**src/rtl/receiver_control.sv**
```systemverilog
// Receive-buffer controller: queues deserialized words into an external
// synchronous RAM used as a 2^AW-deep circular buffer and returns them in order on read.
module receiver_control #(
  parameter int WIDTH = 16,
  parameter int AW    = 4
) (
  input  logic             clk,
  input  logic             Reset,
  input  logic [WIDTH-1:0] rdrDataOut,
  input  logic             Received,
  input  logic             read,
  output logic [WIDTH-1:0] rdData,
  output logic             rdValid,
  output logic [WIDTH-1:0] memDataIn,
  input  logic [WIDTH-1:0] memDataOut,
  output logic [AW-1:0]    Address,
  output logic             WriteEnable,
  output logic [AW:0]      Count,
  output logic             Empty,
  output logic             Full,
  output logic             Overrun
);

  typedef enum logic [2:0] {
    S_IDLE, S_WRITE, S_AFTER_WRITE, S_READ, S_AFTER_READ
  } state_t;

  localparam logic [AW:0]   C_ONE  = 1;
  localparam logic [AW:0]   C_FULL = 1 << AW;
  localparam logic [AW-1:0] P_ONE  = 1;

  state_t           r_state, w_state_nxt;
  logic [AW-1:0]    r_wr_ptr, w_wr_ptr_nxt;
  logic [AW-1:0]    r_rd_ptr, w_rd_ptr_nxt;
  logic [AW:0]      r_count, w_count_nxt;
  logic             r_rx_pend, w_rx_pend_nxt;
  logic [WIDTH-1:0] r_rx_word, w_rx_word_nxt;
  logic             r_rd_pend, w_rd_pend_nxt;
  logic             r_overrun, w_overrun_nxt;
  logic [WIDTH-1:0] r_rd_data, w_rd_data_nxt;
  logic             r_rd_valid, w_rd_valid_nxt;
  logic [WIDTH-1:0] r_mem_din, w_mem_din_nxt;
  logic [AW-1:0]    r_addr, w_addr_nxt;
  logic             r_we, w_we_nxt;
  logic             w_wr_busy, w_rd_busy;
  logic [AW:0]      w_fill;

  // A write already in flight has not reached Count yet; reserve its slot.
  assign w_wr_busy = (r_state == S_WRITE) || (r_state == S_AFTER_WRITE);
  assign w_rd_busy = (r_state == S_READ)  || (r_state == S_AFTER_READ);
  assign w_fill    = r_count + (w_wr_busy ? C_ONE : '0);

  always_comb begin
    w_state_nxt    = r_state;
    w_wr_ptr_nxt   = r_wr_ptr;
    w_rd_ptr_nxt   = r_rd_ptr;
    w_count_nxt    = r_count;
    w_rx_pend_nxt  = r_rx_pend;
    w_rx_word_nxt  = r_rx_word;
    w_rd_pend_nxt  = r_rd_pend;
    w_overrun_nxt  = r_overrun;
    w_rd_data_nxt  = r_rd_data;
    w_rd_valid_nxt = 1'b0;
    w_mem_din_nxt  = r_mem_din;
    w_addr_nxt     = r_addr;
    w_we_nxt       = 1'b0;

    case (r_state)
      S_IDLE: begin
        if (r_rx_pend) begin
          w_state_nxt   = S_WRITE;
          w_addr_nxt    = r_wr_ptr;
          w_mem_din_nxt = r_rx_word;
          w_we_nxt      = 1'b1;
          w_rx_pend_nxt = 1'b0;
        end else if (r_rd_pend) begin
          w_rd_pend_nxt = 1'b0;
          if (r_count != '0) begin
            w_state_nxt = S_READ;
            w_addr_nxt  = r_rd_ptr;
          end
        end
      end
      S_WRITE:       w_state_nxt = S_AFTER_WRITE;
      S_AFTER_WRITE: begin
        w_state_nxt  = S_IDLE;
        w_wr_ptr_nxt = r_wr_ptr + P_ONE;
        w_count_nxt  = r_count + C_ONE;
      end
      S_READ:        w_state_nxt = S_AFTER_READ;
      S_AFTER_READ: begin
        w_state_nxt    = S_IDLE;
        w_rd_data_nxt  = memDataOut;
        w_rd_valid_nxt = 1'b1;
        w_rd_ptr_nxt   = r_rd_ptr + P_ONE;
        w_count_nxt    = r_count - C_ONE;
      end
      default:       w_state_nxt = S_IDLE;
    endcase

    // Input capture comes last; it only fires when the pending flag is clear,
    // so it never collides with the FSM consuming that flag.
    if (Received) begin
      if (!r_rx_pend && (w_fill < C_FULL)) begin
        w_rx_pend_nxt = 1'b1;
        w_rx_word_nxt = rdrDataOut;
      end else begin
        w_overrun_nxt = 1'b1;
      end
    end
    if (read && !r_rd_pend && !w_rd_busy)
      w_rd_pend_nxt = 1'b1;
  end

  always_ff @(posedge clk) begin
    if (Reset) begin
      r_state    <= S_IDLE;
      r_wr_ptr   <= '0;
      r_rd_ptr   <= '0;
      r_count    <= '0;
      r_rx_pend  <= 1'b0;
      r_rx_word  <= '0;
      r_rd_pend  <= 1'b0;
      r_overrun  <= 1'b0;
      r_rd_data  <= '0;
      r_rd_valid <= 1'b0;
      r_mem_din  <= '0;
      r_addr     <= '0;
      r_we       <= 1'b0;
    end else begin
      r_state    <= w_state_nxt;
      r_wr_ptr   <= w_wr_ptr_nxt;
      r_rd_ptr   <= w_rd_ptr_nxt;
      r_count    <= w_count_nxt;
      r_rx_pend  <= w_rx_pend_nxt;
      r_rx_word  <= w_rx_word_nxt;
      r_rd_pend  <= w_rd_pend_nxt;
      r_overrun  <= w_overrun_nxt;
      r_rd_data  <= w_rd_data_nxt;
      r_rd_valid <= w_rd_valid_nxt;
      r_mem_din  <= w_mem_din_nxt;
      r_addr     <= w_addr_nxt;
      r_we       <= w_we_nxt;
    end
  end

  assign rdData      = r_rd_data;
  assign rdValid     = r_rd_valid;
  assign memDataIn   = r_mem_din;
  assign Address     = r_addr;
  assign WriteEnable = r_we;
  assign Count       = r_count;
  assign Empty       = (r_count == '0);
  assign Full        = (r_count == C_FULL);
  assign Overrun     = r_overrun;

endmodule

```
**config.mk**
```make
export PLATFORM = sky130hd
export DESIGN_NAME = receiver_control
export DESIGN_NICKNAME = d
export VERILOG_FILES = /design/src/rtl/receiver_control.sv
export SDC_FILE = /design/constraint.sdc
export NUM_CORES = 1
export LEC_CHECK = 0
export ABC_AREA = 1
export CAP_MARGIN = 25
export CORE_MARGIN = 4
export CORE_UTILIZATION = 50
export CTS_BUF_LIST = sky130_fd_sc_hd__clkbuf_4
export CTS_CLUSTER_SIZE = 16
export DETAILED_ROUTE_END_ITERATION = 10
export PLACE_DENSITY = 0.81
export RECOVER_POWER = 25
export SETUP_SLACK_MARGIN = 0.3
export SYNTH_ARGS = -nofsm -noshare
export SYNTH_HDL_FRONTEND = slang
export SYNTH_SLANG_ARGS = --single-unit
```
**constraint.sdc**
```tcl
create_clock -name clk -period 2.5 [get_ports clk]
set_input_delay 0.5 -clock clk [delete_from_list [all_inputs] [get_ports clk]]
set_output_delay 0.5 -clock clk [all_outputs]
set_load 0.1 [all_outputs]
```
==> metrics.csv, run 1 <==
metric,value,unit
vias per inst,4.926,
switching power,1.643,mW
drt first pass iters,5,
initial antenna violation count,0,
routability cong.,0.8210,
PwrDens,876.7,nW/um^2
fmax,470.5,MHz
Mapped Area,3193,um^2
core region area,6061,um^2
hold path depth,2,
Final Critical Period,2125,ps
"EDFF count, synth",0,
die width,87.92,um
Yosys top cell by area,dfxtp_1,
Fin Clk Skew,11.68,ps
Post-Syn Instances,438,
Setup TNS,0,ps
share of cells above drive strength 1,0.1734,
RSZ-0062 raised after global routing,no,
Finished Cell Area,4029,um^2
Synth Register Bits,73,
Mapped Nets,480,
maximum vdd drop,505.4,uV
top cell type's share of synthesized area,0.4577,
Worst slew margin,-0.07183,
post-synthesis sequential area ratio,0.4577,
failing checks,"max-capacitance violations, max-slew violations",
CTS root buf,clkbuf_4,
DP HPWL,5253,um
HP Class,register to register,
Die Ht,87.92,um
Reg2Reg Depth,7,
final hold vios,0,
"Async S/R FF share, synth",0,
Layout Nets,556,
DRC,0,
Avg WL per Cell,12.56,um
Vias,2926,
GRT Total Usage,0.2097,
vias in the first global route,2818,
CTS buffer count,9,
P_int,1.889,mW
final hold slack,466.2,ps
htree depth,3,
slew of the pin with the lowest slew margin,1608,ps
crit share post-route,0.8501,
clock buffer depth,2,
Top Ports,82,
sw frac,0.4651,
Compound-Gate Fraction of Synth Area,0.09835,
outcome,"complete, but fails checks",
CP Capture Type,register,
largest family of logic cells by synthesized area,simple AND/OR/NAND/NOR gates,
dominant synthesized flop cell,dfxtp_1,
critical path launch point type,input port,
pin count of the biggest net entering global routing,33,
"worst slack, placed",601.8,ps
crit path max fanout,32,
DR iter-0 viols,126,
total global routing overflow,0,
fill count,540,
simple-gate share of the synthesized area,0.2927,
clock edge transition at the registers on the reported setup and hold paths,110,ps
DIE AREA,7729,um^2
Flop pwr share,0.395,
XOR/XNOR Fraction of Synth Area,0.008229,
placed instance area,3939,um^2
Max Cap Viol,1,
# resized after CTS,0,
Setup Crit Path Kind,input port to register,
Core Rows,28,
clock share of power,0.173,
Antenna Cells,0,
mux cell area share after synthesis,0,
P&R area growth vs syn,26.18,%
first-pass GRT wire length,12650,um
Port Buffers,81,
Crit path arrival time,2370,ps
syn_area_per_cell,7.290,um^2
Post-CTS Setup Inserts,0,
CTS sink cnt,73,
worst skew pair latency,420,ps
Yosys warnings,0,
Initial Util,0.5268,
Netlist cell types,28,
Worst EP required,2750,ps
combinational share of power,0.432,
Area contributors post-synth,"dfxtp_1 (46%), nand2_1 (7.9%), inv_1 (7.6%), nor2_1 (7.6%), a21oi_1 (5.0%)",
Final ANT Viol Nets,0,
total power,3.532,mW
Leakage,1.862,nW
# hold bufs at CTS,0,
Setup Viol. Count Final,0,
CTS tree,built,
adder-cell share of the synthesized area,0.02586,
Final Max Tran Viols,33,
slack of the critical path,374.7,ps
routed wire length,7459,um
==> cells in the mapped netlist, drive strengths merged (2+ instances only) <==
| cell | number |
|---|---|
| clkbuf | 11 |
| nor3 | 2 |
| a21oi | 32 |
| dfxtp | 73 |
| nand4 | 20 |
| nand2 | 80 |
| inv | 69 |
| ha | 5 |
| nand3 | 31 |
| xor2 | 2 |
| o21ai | 28 |
| nor2 | 66 |
| buf | 13 |
==> through the flow <==
stage | util | cells
6_report | 0.6647 | 594
5_1_grt | 0.6647 | 594
4_1_cts | 0.6672 | 594
3_5_place_dp | 0.6499 | 578
3_3_place_gp | 0.6499 | 578
2_1_floorplan | - | 438
==> cell families (layout without fill, tap and decap cells) <==
| logic type | after synthesis | count (layout) |
|---|---|---|
| and+or+nand+nor | 201 | 201 |
| adders and majority gates | 6 | 6 |
| AOI/OAI and AO/OA | 62 | 62 |
| buffers and inverters | 93 | 174 |
| DFF | 73 | 73 |
| xor gates and xnor gates | 3 | 3 |
==> sequential cells by signal, indices dropped and copies added (netlist names) <==
register     count
r_rd_pend        1
WriteEnable      1
r_rd_ptr         4
Overrun          1
r_state          3
r_rx_word       16
Address          4
Count            5
rdValid          1
memDataIn       16
r_wr_ptr         4
r_rx_pend        1
rdData          16
==> path summary, 6_finish.rpt <==
| check | from | endpoint | slack [ps] |
|---|---|---|---|
| max | Reset | r_rd_ptr[0] | 370 |
| min | Address[2] | Address[2] | 470 |
| max reg2reg | r_state[1] | Count[4] | 540 |
| min reg2reg | Address[2] | Address[2] | 470 |
==> worst max-delay path, stage by stage <==
cell and delay [ps]:
dlygate4sd3_1 540, clkbuf_1 1170, nor3_1 150
==> placed cells by master (no fill, tap or decap) <==
cell type,synthesis,layout
a21o_1,1,1
a21oi_1,32,32
a31oi_1,1,1
and3_1,1,1
buf_4,0,50
clkbuf_1,11,4
clkbuf_4,0,11
clkdlybuf4s50_1,0,34
clkinv_1,0,2
clkinv_2,0,3
dfxtp_1,73,70
dfxtp_2,0,3
dlygate4sd3_1,0,1
fa_1,1,1
ha_1,5,5
inv_1,65,65
inv_2,4,4
nand2_1,67,67
nand2_2,12,12
nand2_4,1,1
nand3_1,28,28
nand3_2,2,2
nand3_4,1,1
nand4_1,19,19
nand4_4,1,1
nor2_1,65,64
nor2_4,1,2
nor3_1,2,2
nor3b_1,1,1
o21ai_0,28,28
xnor2_1,1,1
xor2_1,2,2
==> metal layers <==
layer	track usage	wire, um	vias up
li1	-	-	1526
met3	0.04421	352	9
met4	0.09623	124	0
met1	0.2538	3375	1325
met2	0.3562	3607	66
met5	0	0	-
==> power by group through the flow <==
stage	registers [mW]	logic [mW]	clock network, mW
final	1.40	1.52	0.611
after global routing	1.42	1.65	0.681
after CTS	1.39	1.53	0.629
after detailed placement	1.42	1.53	0
after global placement	1.42	1.50	0
after floorplan	1.85	0.758	0
==> final cells by class <==
cell class / instances / area [um^2] / area share
clock buffers: 11 / 82.58 / 0.02050
clock inverters: 5 / 22.52 / 0.005590
inverters: 69 / 259.0 / 0.06429
multi-input cells: 272 / 1365 / 0.3388
flip-flops and latches: 73 / 1465 / 0.3637
well taps: 75 / 93.84 / 0.02329
repair buffers: 89 / 740.7 / 0.1839
No activity file was read; power rests on OpenSTA's default activity.
==> run 2, diff against run 1 <==
- CTS_CLUSTER_SIZE: 16 -> 30
==> results of run 2 <==
No change in the layout: final DEF, timing and power equal those of run 1.
==> run 3, diff against run 2 <==
- ABC_AREA: 1 -> unset
- PLACE_DENSITY: 0.81 -> 0.83
==> metrics.csv, run 3 <==
metric,value,unit
worst skew pair latency,410,ps
Port Buffers,81,
slew of the pin with the lowest slew margin,1172,ps
DR iter-0 viols,121,
"EDFF count, synth",0,
dominant synthesized flop cell,dfxtp_1,
"Async S/R FF share, synth",0,
fmax,455.2,MHz
top cell type's share of synthesized area,0.4865,
Core Rows,27,
combinational share of power,0.181,
P&R area growth vs syn,30.49,%
Setup TNS,0,ps
syn_area_per_cell,8.758,um^2
critical path launch point type,register,
total power,2.381,mW
P_int,1.667,mW
core region area,5675,um^2
Final Critical Period,2197,ps
Antenna Cells,0,
Setup Crit Path Kind,register to register,
most numerous cell in the Yosys netlist,dfxtp_1,
Mapped Area,3004,um^2
routing usage on met1,0.2350,
DIE AREA,7312,um^2
Crit path arrival time,2510,ps
CTS buffer count,9,
Final Max Tran Viols,0,
"commonest non-fill, non-tap cell in the layout",nand2_1,
area of the multi-input gates,1424,um^2
GRT Total Usage,0.1929,
RSZ-0062 raised after global routing,yes,
vias per inst,4.988,
clock share of power,0.299,
met3 Track Usage GR,0.06724,
Initial Util,0.5293,
sw frac,0.2999,
Die Ht,85.51,um
CTS root buf,clkbuf_4,
Layout Nets,467,
die width,85.51,um
most frequent cells in the layout,"nand2_1 (72), dfxtp_1 (67), buf_4 (48)",
crit share post-route,0.8787,
pin count of the biggest net entering global routing,31,
GR Layer Usage met2,0.3114,
drt first pass iters,4,
slack of the critical path,303.3,ps
Area contributors post-synth,"dfxtp_1 (49%), nand2_1 (9.0%), nand2b_1 (6.9%), a21oi_1 (6.5%), mux2i_1 (6.3%)",
clock edge transition at the registers on the reported setup and hold paths,120,ps
Setup Viol. Count Final,0,
CTS sink cnt,73,
fill count,449,
Yosys warnings,0,
Vias,2504,
DRC,0,
htree depth,3,
Worst slew margin,0.2223,
share of cells above drive strength 1,0.2000,
Register Area,1471,um^2
most frequent cells after synthesis,"dfxtp_1 (73), nand2_1 (72), a21oi_1 (39)",
vias in the first global route,2518,
CP Capture Type,register,
Leakage,1.612,nW
"worst slack, placed",338.2,ps
Yosys top cell by area,dfxtp_1,
Mapped Nets,385,
DP HPWL,4636,um
Fin Clk Skew,14.20,ps
CTS tree,built,
Avg WL per Cell,13.40,um
initial antenna violation count,0,
HP Class,register to register,
Synth Register Bits,73,
switching power,0.7141,mW
PwrDens,607.5,nW/um^2
Top Ports,82,
final hold vios,0,
total global routing overflow,0,
Worst EP required,2810,ps
post-synthesis sequential area ratio,0.4865,
routed wire length,6725,um
Netlist cell types,38,
routability cong.,0.7617,
grt peak-use layer,met2,
first-pass GRT wire length,11250,um
Max Cap Viol,0,
outcome,"complete, no violations",
Post-Syn Instances,343,
clock buffer depth,2,
Final ANT Viol Nets,0,
Flop pwr share,0.519,
crit path max fanout,9,
maximum vdd drop,394.5,uV
-- run 3: changes by cell type in the layout (fill, tap and decap cells not counted), moves of 12 or more --
| cell | change |
|---|---|
| o21ai_0 | -27 |
| nand4_1 | -16 |
| mux2i_1 | +19 |
| inv_1 | -59 |
| nand2b_1 | +33 |
| nand3_1 | -27 |
| nor2_1 | -30 |
| nand2_2 | -12 |
-- run 3: metrics by stage --
step	utilization	instances	cell area, um^2	hold WS, ps
6_report	0.6907	502	3920	457.3
3_5_place_dp	0.6675	484	3789	445.2
3_3_place_gp	0.6675	484	3789	438.4
2_1_floorplan	-	343	3027	432.3
4_1_cts	0.6942	502	3940	460.2
5_1_grt	0.6907	502	3920	470.8
-- run 3: what timing repair did --
| action | 4_1_cts | 5_1_grt |
|---|---|---|
| hold buffers | 0 | 0 |
| pin swaps | 2 | 0 |
| gates resized for setup | 1 | 4 |
| setup endpoints to repair | 2 | 4 |
| setup buffers | 2 | 0 |
-- run 3: worst max-delay path, cell delays in order (launching register included) --
cell,delay (ps)
dfxtp_2,370
nor2_1,130
nand2_1,110
inv_1,260
ha_1,330
a21o_1,170
a21oi_1,170
mux2i_1,220
mux2_2,350
-- run 3: cells by family after synthesis --
family / synth area share
muxes: 0.06705
and+or+nand+nor: 0.2578
xor gates and xnor gates: 0.03207
DFF: 0.4865
adders and majority gates: 0.02749
AOI/OAI and AO/OA: 0.08747
buffers and inverters: 0.04165
-- run 3: worst paths after layout --
| path | start | to | slack, ps | cells after the start |
|---|---|---|---|---|
| worst min-delay path | r_rx_word[12] | memDataIn[12] | 460 | 2 |
| worst min register to register | r_rx_word[12] | memDataIn[12] | 460 | 2 |
| worst max-delay path | r_state[1] | Count[4] | 300 | 8 |
| worst max register to register | r_state[1] | Count[4] | 300 | 8 |
-- run 3: final cells by class --
class	instances	share of cell area
Tap cell	72	0.02298
Clock buffer	10	0.01915
Timing Repair Buffer	91	0.1985
Inverter	6	0.005745
Multi-Input combinational cell	244	0.3632
Clock inverter	6	0.01500
Sequential cell	73	0.3754
-- run 3: power groups by stage --
stage	Combinational (mW)	Sequential, mW	Clock, mW
after floorplan	0.177	1.39	0
final	0.432	1.24	0.713
after CTS	0.439	1.24	0.737
after global placement	0.430	1.26	0
after global routing	0.460	1.24	0.787
after detailed placement	0.435	1.26	0
-- run 3: routing by layer --
metal,vias to the layer above,share of wire
met1,1146,0.45
li1,1279,-
met4,0,0.016
met2,69,0.46
met3,10,0.071
met5,-,0
